==> config.mk <==
export PLATFORM = sky130hd
export DESIGN_NAME = ex_mem_lsu
export DESIGN_NICKNAME = d
export VERILOG_FILES = /design/src/rtl/ex_mem_lsu.sv
export SDC_FILE = /design/constraint.sdc
export NUM_CORES = 1
export LEC_CHECK = 0
export BUFFER_PORTS_ARGS = -buffer_cell sky130_fd_sc_hd__buf_4
export CORE_AREA = 2 2 112 114
export DETAILED_ROUTE_END_ITERATION = 8
export DIE_AREA = 0 0 114 116
export PLACE_DENSITY = 0.83
export SLEW_MARGIN = 20
export SYNTH_ARGS = -nofsm -noshare
export SYNTH_HDL_FRONTEND = slang
export SYNTH_SLANG_ARGS = --single-unit
==> constraint.sdc <==
create_clock -name clk -period 1.9 [get_ports clk]
set_clock_uncertainty 0.15 [all_clocks]
set_input_delay 0.095 -clock clk [delete_from_list [all_inputs] [get_ports clk]]
set_output_delay 0.095 -clock clk [all_outputs]
set_load 0.01 [all_outputs]
==> src/rtl/ex_mem_lsu.sv <==
// ex_mem_lsu: EX/MEM pipeline register plus load/store unit.
// Captures the EX op and drives the data-memory request/grant/rvalid handshake.
// It stalls upstream stages until the memory op completes.
// The next op is captured on the completion edge, so there is no bubble.
// Optional build macro MISALIGN_TRAP_EN adds the misalign_o output.
// With it, misaligned LH/LHU/SH/LW/SW ops complete without a memory request.
module ex_mem_lsu (
   input  logic        clk,
   input  logic        rst,
   input  logic        ex_valid,
   input  logic        ex_wb_en,
   input  logic [4:0]  ex_rd_addr,
   input  logic [31:0] ex_alu_out,
   input  logic [31:0] ex_store_data,
   input  logic [2:0]  ex_is_load,
   input  logic [1:0]  ex_is_store,
   output logic        mem_stall,
   output logic        dm_req,
   output logic        dm_we,
   output logic [31:0] dm_addr,
   output logic [3:0]  dm_bwe,
   output logic [31:0] dm_wdata,
   input  logic        dm_gnt,
   input  logic        dm_rvalid,
   input  logic [31:0] dm_rdata,
   output logic        wb_en_mem,
   output logic [2:0]  is_load_mem,
   output logic [4:0]  rd_addr_mem,
   output logic [31:0] alu_out_mem,
   output logic [31:0] DM_OUT
`ifdef MISALIGN_TRAP_EN
   ,
   output logic        misalign_o
`endif
);

   typedef enum logic [1:0] {S_IDLE, S_REQ, S_RDWAIT} state_t;

   state_t      state_q, state_d;
   logic        wb_en_q, wb_en_d;
   logic [4:0]  rd_addr_q, rd_addr_d;
   logic [31:0] alu_out_q, alu_out_d;
   logic [31:0] store_data_q, store_data_d;
   logic [2:0]  is_load_q, is_load_d;
   logic [1:0]  is_store_q, is_store_d;
   logic        op_complete;
   logic        capture;
   logic        new_mem_op;
   logic        new_trap;
`ifdef MISALIGN_TRAP_EN
   logic        misalign_q, misalign_d;
`endif

   // Byte enables for a store, placed on the lanes selected by the low address bits.
   function automatic logic [3:0] store_bwe(input logic [1:0] st, input logic [1:0] off);
      logic [3:0] bwe;
      case (st)
         2'b01:   bwe = 4'b0001 << off;
         2'b10:   bwe = 4'b0011 << {off[1], 1'b0};
         2'b11:   bwe = 4'b1111;
         default: bwe = 4'b0000;
      endcase
      return bwe;
   endfunction

   // Store data is replicated across lanes so that the byte enables alone pick the target.
   function automatic logic [31:0] store_wdata(input logic [1:0] st, input logic [31:0] data);
      logic [31:0] wd;
      case (st)
         2'b01:   wd = {4{data[7:0]}};
         2'b10:   wd = {2{data[15:0]}};
         default: wd = data;
      endcase
      return wd;
   endfunction

   // Loaded bytes are shifted down to bit 0; writeback does the sign/zero extension.
   function automatic logic [31:0] load_align(input logic [2:0] ld, input logic [1:0] off,
                                              input logic [31:0] rdata);
      logic [31:0] v;
      case (ld)
         3'b001, 3'b100: v = rdata >> {off, 3'b000};
         3'b010, 3'b101: v = rdata >> {off[1], 4'b0000};
         default:        v = rdata;
      endcase
      return v;
   endfunction

`ifdef MISALIGN_TRAP_EN
   // An access is misaligned when its low address bits do not match its size.
   function automatic logic misaligned(input logic [2:0] ld, input logic [1:0] st,
                                       input logic [1:0] off);
      logic m;
      m = 1'b0;
      if (ld == 3'b010 || ld == 3'b101 || (ld == 3'b000 && st == 2'b10)) m = off[0];
      if (ld == 3'b011 || (ld == 3'b000 && st == 2'b11))                 m = (off != 2'b00);
      return m;
   endfunction
`endif

   // FSM next state, memory handshake outputs and completion/stall decode.
   always_comb begin
      state_d     = state_q;
      op_complete = 1'b0;
      dm_req      = 1'b0;
      dm_we       = 1'b0;
      dm_bwe      = 4'b0000;
      new_mem_op  = ex_valid && (ex_is_load != 3'b000 || ex_is_store != 2'b00);
`ifdef MISALIGN_TRAP_EN
      new_trap    = ex_valid && misaligned(ex_is_load, ex_is_store, ex_alu_out[1:0]);
`else
      new_trap    = 1'b0;
`endif
      case (state_q)
         S_IDLE: op_complete = 1'b1;
         S_REQ: begin
            dm_req      = 1'b1;
            dm_we       = (is_store_q != 2'b00);
            dm_bwe      = store_bwe(is_store_q, alu_out_q[1:0]);
            op_complete = dm_gnt && (is_load_q == 3'b000);
            if (dm_gnt && is_load_q != 3'b000) state_d = S_RDWAIT;
         end
         S_RDWAIT: op_complete = dm_rvalid;
         default: state_d = S_IDLE;
      endcase
      mem_stall = (state_q != S_IDLE) && !op_complete;
      capture   = !mem_stall;
      if (capture) state_d = (new_mem_op && !new_trap) ? S_REQ : S_IDLE;
   end

   // EX/MEM field capture; ex_valid=0 loads a bubble.
   always_comb begin
      wb_en_d      = wb_en_q;
      rd_addr_d    = rd_addr_q;
      alu_out_d    = alu_out_q;
      store_data_d = store_data_q;
      is_load_d    = is_load_q;
      is_store_d   = is_store_q;
`ifdef MISALIGN_TRAP_EN
      misalign_d   = misalign_q;
`endif
      if (capture) begin
         wb_en_d      = ex_valid && ex_wb_en;
         rd_addr_d    = ex_rd_addr;
         alu_out_d    = ex_alu_out;
         store_data_d = ex_store_data;
         is_load_d    = ex_valid ? ex_is_load : 3'b000;
         is_store_d   = (ex_valid && ex_is_load == 3'b000) ? ex_is_store : 2'b00;
`ifdef MISALIGN_TRAP_EN
         misalign_d   = new_trap;
`endif
      end
   end

   // State and pipeline registers, all cleared by the asynchronous reset.
   always_ff @(posedge clk or negedge rst) begin
      if (!rst) begin
         state_q      <= S_IDLE;
         wb_en_q      <= 1'b0;
         rd_addr_q    <= 5'd0;
         alu_out_q    <= 32'd0;
         store_data_q <= 32'd0;
         is_load_q    <= 3'd0;
         is_store_q   <= 2'd0;
`ifdef MISALIGN_TRAP_EN
         misalign_q   <= 1'b0;
`endif
      end else begin
         state_q      <= state_d;
         wb_en_q      <= wb_en_d;
         rd_addr_q    <= rd_addr_d;
         alu_out_q    <= alu_out_d;
         store_data_q <= store_data_d;
         is_load_q    <= is_load_d;
         is_store_q   <= is_store_d;
`ifdef MISALIGN_TRAP_EN
         misalign_q   <= misalign_d;
`endif
      end
   end

   assign dm_addr     = {alu_out_q[31:2], 2'b00};
   assign dm_wdata    = store_wdata(is_store_q, store_data_q);
   assign DM_OUT      = load_align(is_load_q, alu_out_q[1:0], dm_rdata);
   assign is_load_mem = is_load_q;
   assign rd_addr_mem = rd_addr_q;
   assign alu_out_mem = alu_out_q;
`ifdef MISALIGN_TRAP_EN
   assign misalign_o  = misalign_q && op_complete;
   assign wb_en_mem   = wb_en_q && op_complete && !misalign_q;
`else
   assign wb_en_mem   = wb_en_q && op_complete;
`endif

endmodule

Yosys cells after proc, flatten, opt, wreduce, memory -nomap -nowiden --
Index checks and enable logic that the tools add are counted.
Cells by class: eq/ne operators 11, shift-type cells 4, muxes and demuxes 13, reduce and logical (&&, ||, !) cells 21
Operators with widths (count):
- $pmux 32 s2 | 2
- $shr 32x5->32 | 2
- $pmux 4 s3 | 1
- $logic_and 1x1->1 | 7
- $eq 2x2->1 const B | 3
- $eq 3x3->1 const B | 2
- $logic_not 3->1 | 2
- $mux 2 | 3
- $reduce_bool 2->1 | 3
- $reduce_bool 3->1 | 2
- $reduce_or 2->1 | 3
- $eq 2x1->1 const B | 2
- $mux 4 | 1
- $pmux 2 s2 | 1
- $shl 1x2->4 const A | 1
- $shl 2x2->4 const A | 1
- $eq 3x1->1 const B | 1
- $eq 3x2->1 const B | 1
- $mux 1 | 3
- $mux 3 | 1
- $ne 3x3->1 const B | 1
- $pmux 1 s3 | 1
- $logic_not 2->1 | 1
- $ne 2x2->1 const B | 1
- 3 further kinds | 3
Storage, ports and cells: bits in registers 77, input bits 112, output and inout port bits 144, logic and storage cells 56

Depth between registers and ports, before layout --
depth after elaboration 7, gate-level depth with buffers 9, depth with buffers taken out 5

Least setup slack after synthesis --
OpenSTA, ideal clock, no wires.
kind flip-flop to flip-flop, start point reg is_load_q[0], in the netlist is_load_mem[0], end point reg rd_addr_q[2], in the netlist rd_addr_mem[2], arrival time 1762 ps, data required time 1633 ps, slack -129 ps, stages on the path, launching flop included 10, clock period less this slack 2029 ps, path through dfrtp_1 -> buf_2 -> or2_1 -> buf_2 -> o32ai_4 -> inv_2 -> buf_4 -> buf_2 -> nand2_1 -> nand2_1
On the way: longest elaborated chain between the ends 5
RTL lines:
- start, declared | RTL line 44 | logic [2:0] is_load_q, is_load_d;
- start signal, assigned | RTL line 174 | is_load_q <= is_load_d;
- $logic_not 3->1 | RTL line 120 | op_complete = dm_gnt && (is_load_q == 3'b000);
- $logic_and 1x1->1 | RTL line 120
- $pmux 1 s3 | RTL line 114 | case (state_q)
- $logic_not 1->1 | RTL line 126 | mem_stall = (state_q != S_IDLE) && !op_complete;
- $logic_and 1x1->1 | RTL line 126
- end signal, assigned | RTL line 171 | rd_addr_q <= rd_addr_d;
- end, declared | RTL line 41 | logic [4:0] rd_addr_q, rd_addr_d;
No other way between the ends. A chain may end at the register's enable or synchronous reset.

Worst setup path in the final report --
start point reg is_load_q[0], in the netlist is_load_mem[0], end point out DM_OUT[15]
On the way: longest elaborated chain between the ends 3, elaborated cells on any way between the ends 7
RTL lines:
- $eq 3x2->1 (tied with other cells) | RTL line 81 | case (ld)
- $reduce_or 2->1 | RTL line 81
- $pmux 32 s2 * | RTL line 81
- end, declared | RTL line 30 | output logic [31:0] DM_OUT
Every way passes the cells marked *; elsewhere a longest branch is shown, timed or not.

==> results.cfg <==
[floorplan]
ios = 256
initial_core_util = 0.397
core-area_sq_um = 11900
die_w_microns = 114
die_h_microns = 116
row_count = 40
dieArea_sq_um = 13200

[sta]
setup_viol = 116
final_max_slew_viol_count = 0
worst_pin_slew_ns = 0.506
fmax_mhz = 457
rsz0062_at_grt = true
whs_ns = 0.116
fin_ws_ns = -0.289
slew_headroom = 0.663
period_share = 1.15
period_needed_ns = 2.19
hold_violations = 0

[synth]
synth_edf_count = 0
synth_top_family_by_area = simple AND/OR/NAND/NOR gates
syn-instance-count = 600
synthSimpleGateAreaFrac = 0.273
synth-compound-area-share = 0.165
ys.flop_type = dfrtp_1
muxShareOfSynthArea = 0.0212
synth_xor_area_frac = 0.00185
synth_fa_ha_area_frac = 0.0106
yosysUniqueCellTypes = 39
ys_warn_count = 0
syn_area_per_cell_sq_um = 7.87
yosysSeqAreaShare = 0.408
synth_seq_cells = 77
async_flop_share = 1.00
synth.cell_area_sq_um = 4720

[global_routing]
grt_pass1_vias = 5847
grt-ovfl-total = 0
grt_use_total = 0.282
antenna_found_initial = 0
grt_pass1_wl_mm = 29.1
grt_max_degree = 44

[drt]
routed-via-count = 5940
first_pass_iters = 5
drt.antenna.violating_nets = 0
post_drt_wl_per_cell_microns = 20.0
drt-total-wl_mm = 21.9
drt_iter0_markers = 500
route.detailed.drc = 0
vias_per_cell = 5.43

[run_status]
failed_checks = setup timing
status = finished with violations

[clock_network]
cts_tree = built
cts_buffer_depth = 2
ctsRootBufferMaster = clkbuf_16
clock_latency_ns = 0.34
cts_buffers = 9
cts.sinks = 77
clk_pin_slew_ns = 0.07
htreeDepth = 3

[setup_path]
arrival_ns = 1.94
r2r_slack_ns = -0.14
worstPathRequired_ns = 1.65
end_kind = output pin
path_max_fanout = 8
cp-start-kind = flip-flop
crit_type = flip-flop to output pin

[power_and_ir_drop]
comb_power_share = 0.716
seqPwrFrac = 0.186
power.density_nw_per_um2 = 1910
ir_drop_mv = 1.21
leakagePower_nw = 4.70
total_power_mw = 18.2
power_switching_mw = 7.98
switching_share = 0.438
power.share.clock = 0.099
internal_power_mw = 10.2

[placement]
dpl_cell_area_sq_um = 6650
port_buffers = 253
routabilityCongestion = 0.844
pre_cts_ws_ns = -0.0579
hpwlAfterDp_mm = 11.2

[flow_run]
max_cap_violations = 0

[cells_and_area]
syn2layout_area_growth_pct = 102
final_util = 0.801
n_antenna_cell = 0
post_route_cells_drive_above_1_share = 0.587
final_cell_area_sq_um = 9540
fin_nets = 1058
num-fill-cells = 677

[worst_hold_path]
min_path_type = input pin to async pin
per-layer routing:
layer | track usage | routed length [microns] | up-vias
met5 | 0 | 0 | -
met4 | 0.135 | 1060 | 0
met3 | 0.0533 | 1440 | 79
met2 | 0.524 | 11600 | 347
met1 | 0.309 | 7770 | 2857
li1 | - | - | 2657
layout by cell type (no fill, tap or decap), drive strengths merged:
cell	Yosys	final
o21a	1	1
nor2b	3	3
clkinv	1	2
a21oi	17	17
o32ai	2	2
dfrtp	77	77
nand2b	11	11
a211o	8	8
clkbuf	19	15
a21boi	2	2
or2	1	1
a21o	1	1
mux2	8	8
nand2	218	218
and3	8	8
nand3b	9	9
clkinvlp	0	1
bufinv	0	1
a22o	16	16
ha	4	4
nand3	15	15
buf	60	325
conb	1	2
dlygate4sd3	0	81
or3	3	3
or3b	9	9
nor3	2	2
o21ai	28	28
mux2i	1	1
and2	2	2
nor2	14	14
nor4	1	1
inv	17	17
o211ai	8	8
a22oi	8	8
xnor2	1	1
o22ai	24	24
cell type report:
cell class	instances	area, sq um	area share
Clock inverter	3	43.8	0.00459
Multi-Input combinational cell	427	3190	0.335
Inverter	18	78.8	0.00826
Sequential cell	77	1930	0.202
Clock buffer	12	267	0.0279
Timing Repair Buffer	409	3840	0.403
Tap cell	147	184	0.0193
state kept, by name, indices dropped and copies added, names as in the netlist:
register and cells:
alu_out_mem 32, is_load_mem 3, is_store_q 2, rd_addr_mem 5
state_q 2, store_data_q 32, wb_en_q 1
worst max-delay path: stages (launching register included):
cell and delay, ns:
dfrtp_2 0.46, xnor2_2 0.15, or3_4 0.37, nand2_8 0.13
mux2_2 0.34, buf_4 0.14
stage by stage:
stage	instances	setup TNS, ns
after floorplan	601	-0.359
after global placement	955	-0.167
after detailed placement	955	-0.581
after CTS	1085	-15.88
after global routing	1093	-20.65
final	1093	-12.41
cells by family after synthesis:
logic type / Yosys count
mux: 9
compound gates: 115
flops: 77
other cells: 1
fa+ha+maj: 4
simple gates: 296
buf+inv: 97
xor+xnor: 1
cell usage after synthesis (all sizes together), types with 9 or more instances:
library cell	n	area, sq um
nand2	218	818
dfrtp	77	1930
buf	60	425
o21ai	28	140
o22ai	24	150
clkbuf	19	71.3
a21oi	17	85.1
inv	17	63.8
a22o	16	140
nand3	15	75.1
nor2	14	52.6
nand2b	11	68.8
nand3b	9	67.6
or3b	9	78.8
worst paths after layout:
kind,startpoint,end,cells after the start
worst max-delay path,is_load_mem[0],DM_OUT[15],5
worst min-delay path,rst,store_data_q[1],2
worst max register to register,is_load_mem[1],store_data_q[14],10
worst min register to register,store_data_q[30],store_data_q[30],2
max in group asynchronous,rst,alu_out_mem[14],3
min in group clk,store_data_q[30],store_data_q[30],2
power by group through the flow:
stage | clock [mW] | sequential (mW) | combinational [mW]
floorplan | 0 | 3.20 | 4.96
finish | 1.80 | 3.38 | 13.0
global route | 1.90 | 3.48 | 13.7
CTS | 1.80 | 3.22 | 11.3
global placement | 0 | 3.16 | 8.38
detailed placement | 0 | 3.18 | 8.53
what timing repair did:
| item | 4_1_cts | 5_1_grt |
|---|---|---|
| resized for setup | 117 | 252 |
| hold buffers | 81 | 0 |
| pin swaps | 61 | 128 |
| endpoints found under the hold margin | 116 | 0 |
| endpoints found under the setup margin | 100 | 137 |
| setup buffers | 22 | 13 |
| cloned | 12 | 3 |
Note: power is estimated with default switching activity, not from simulation.
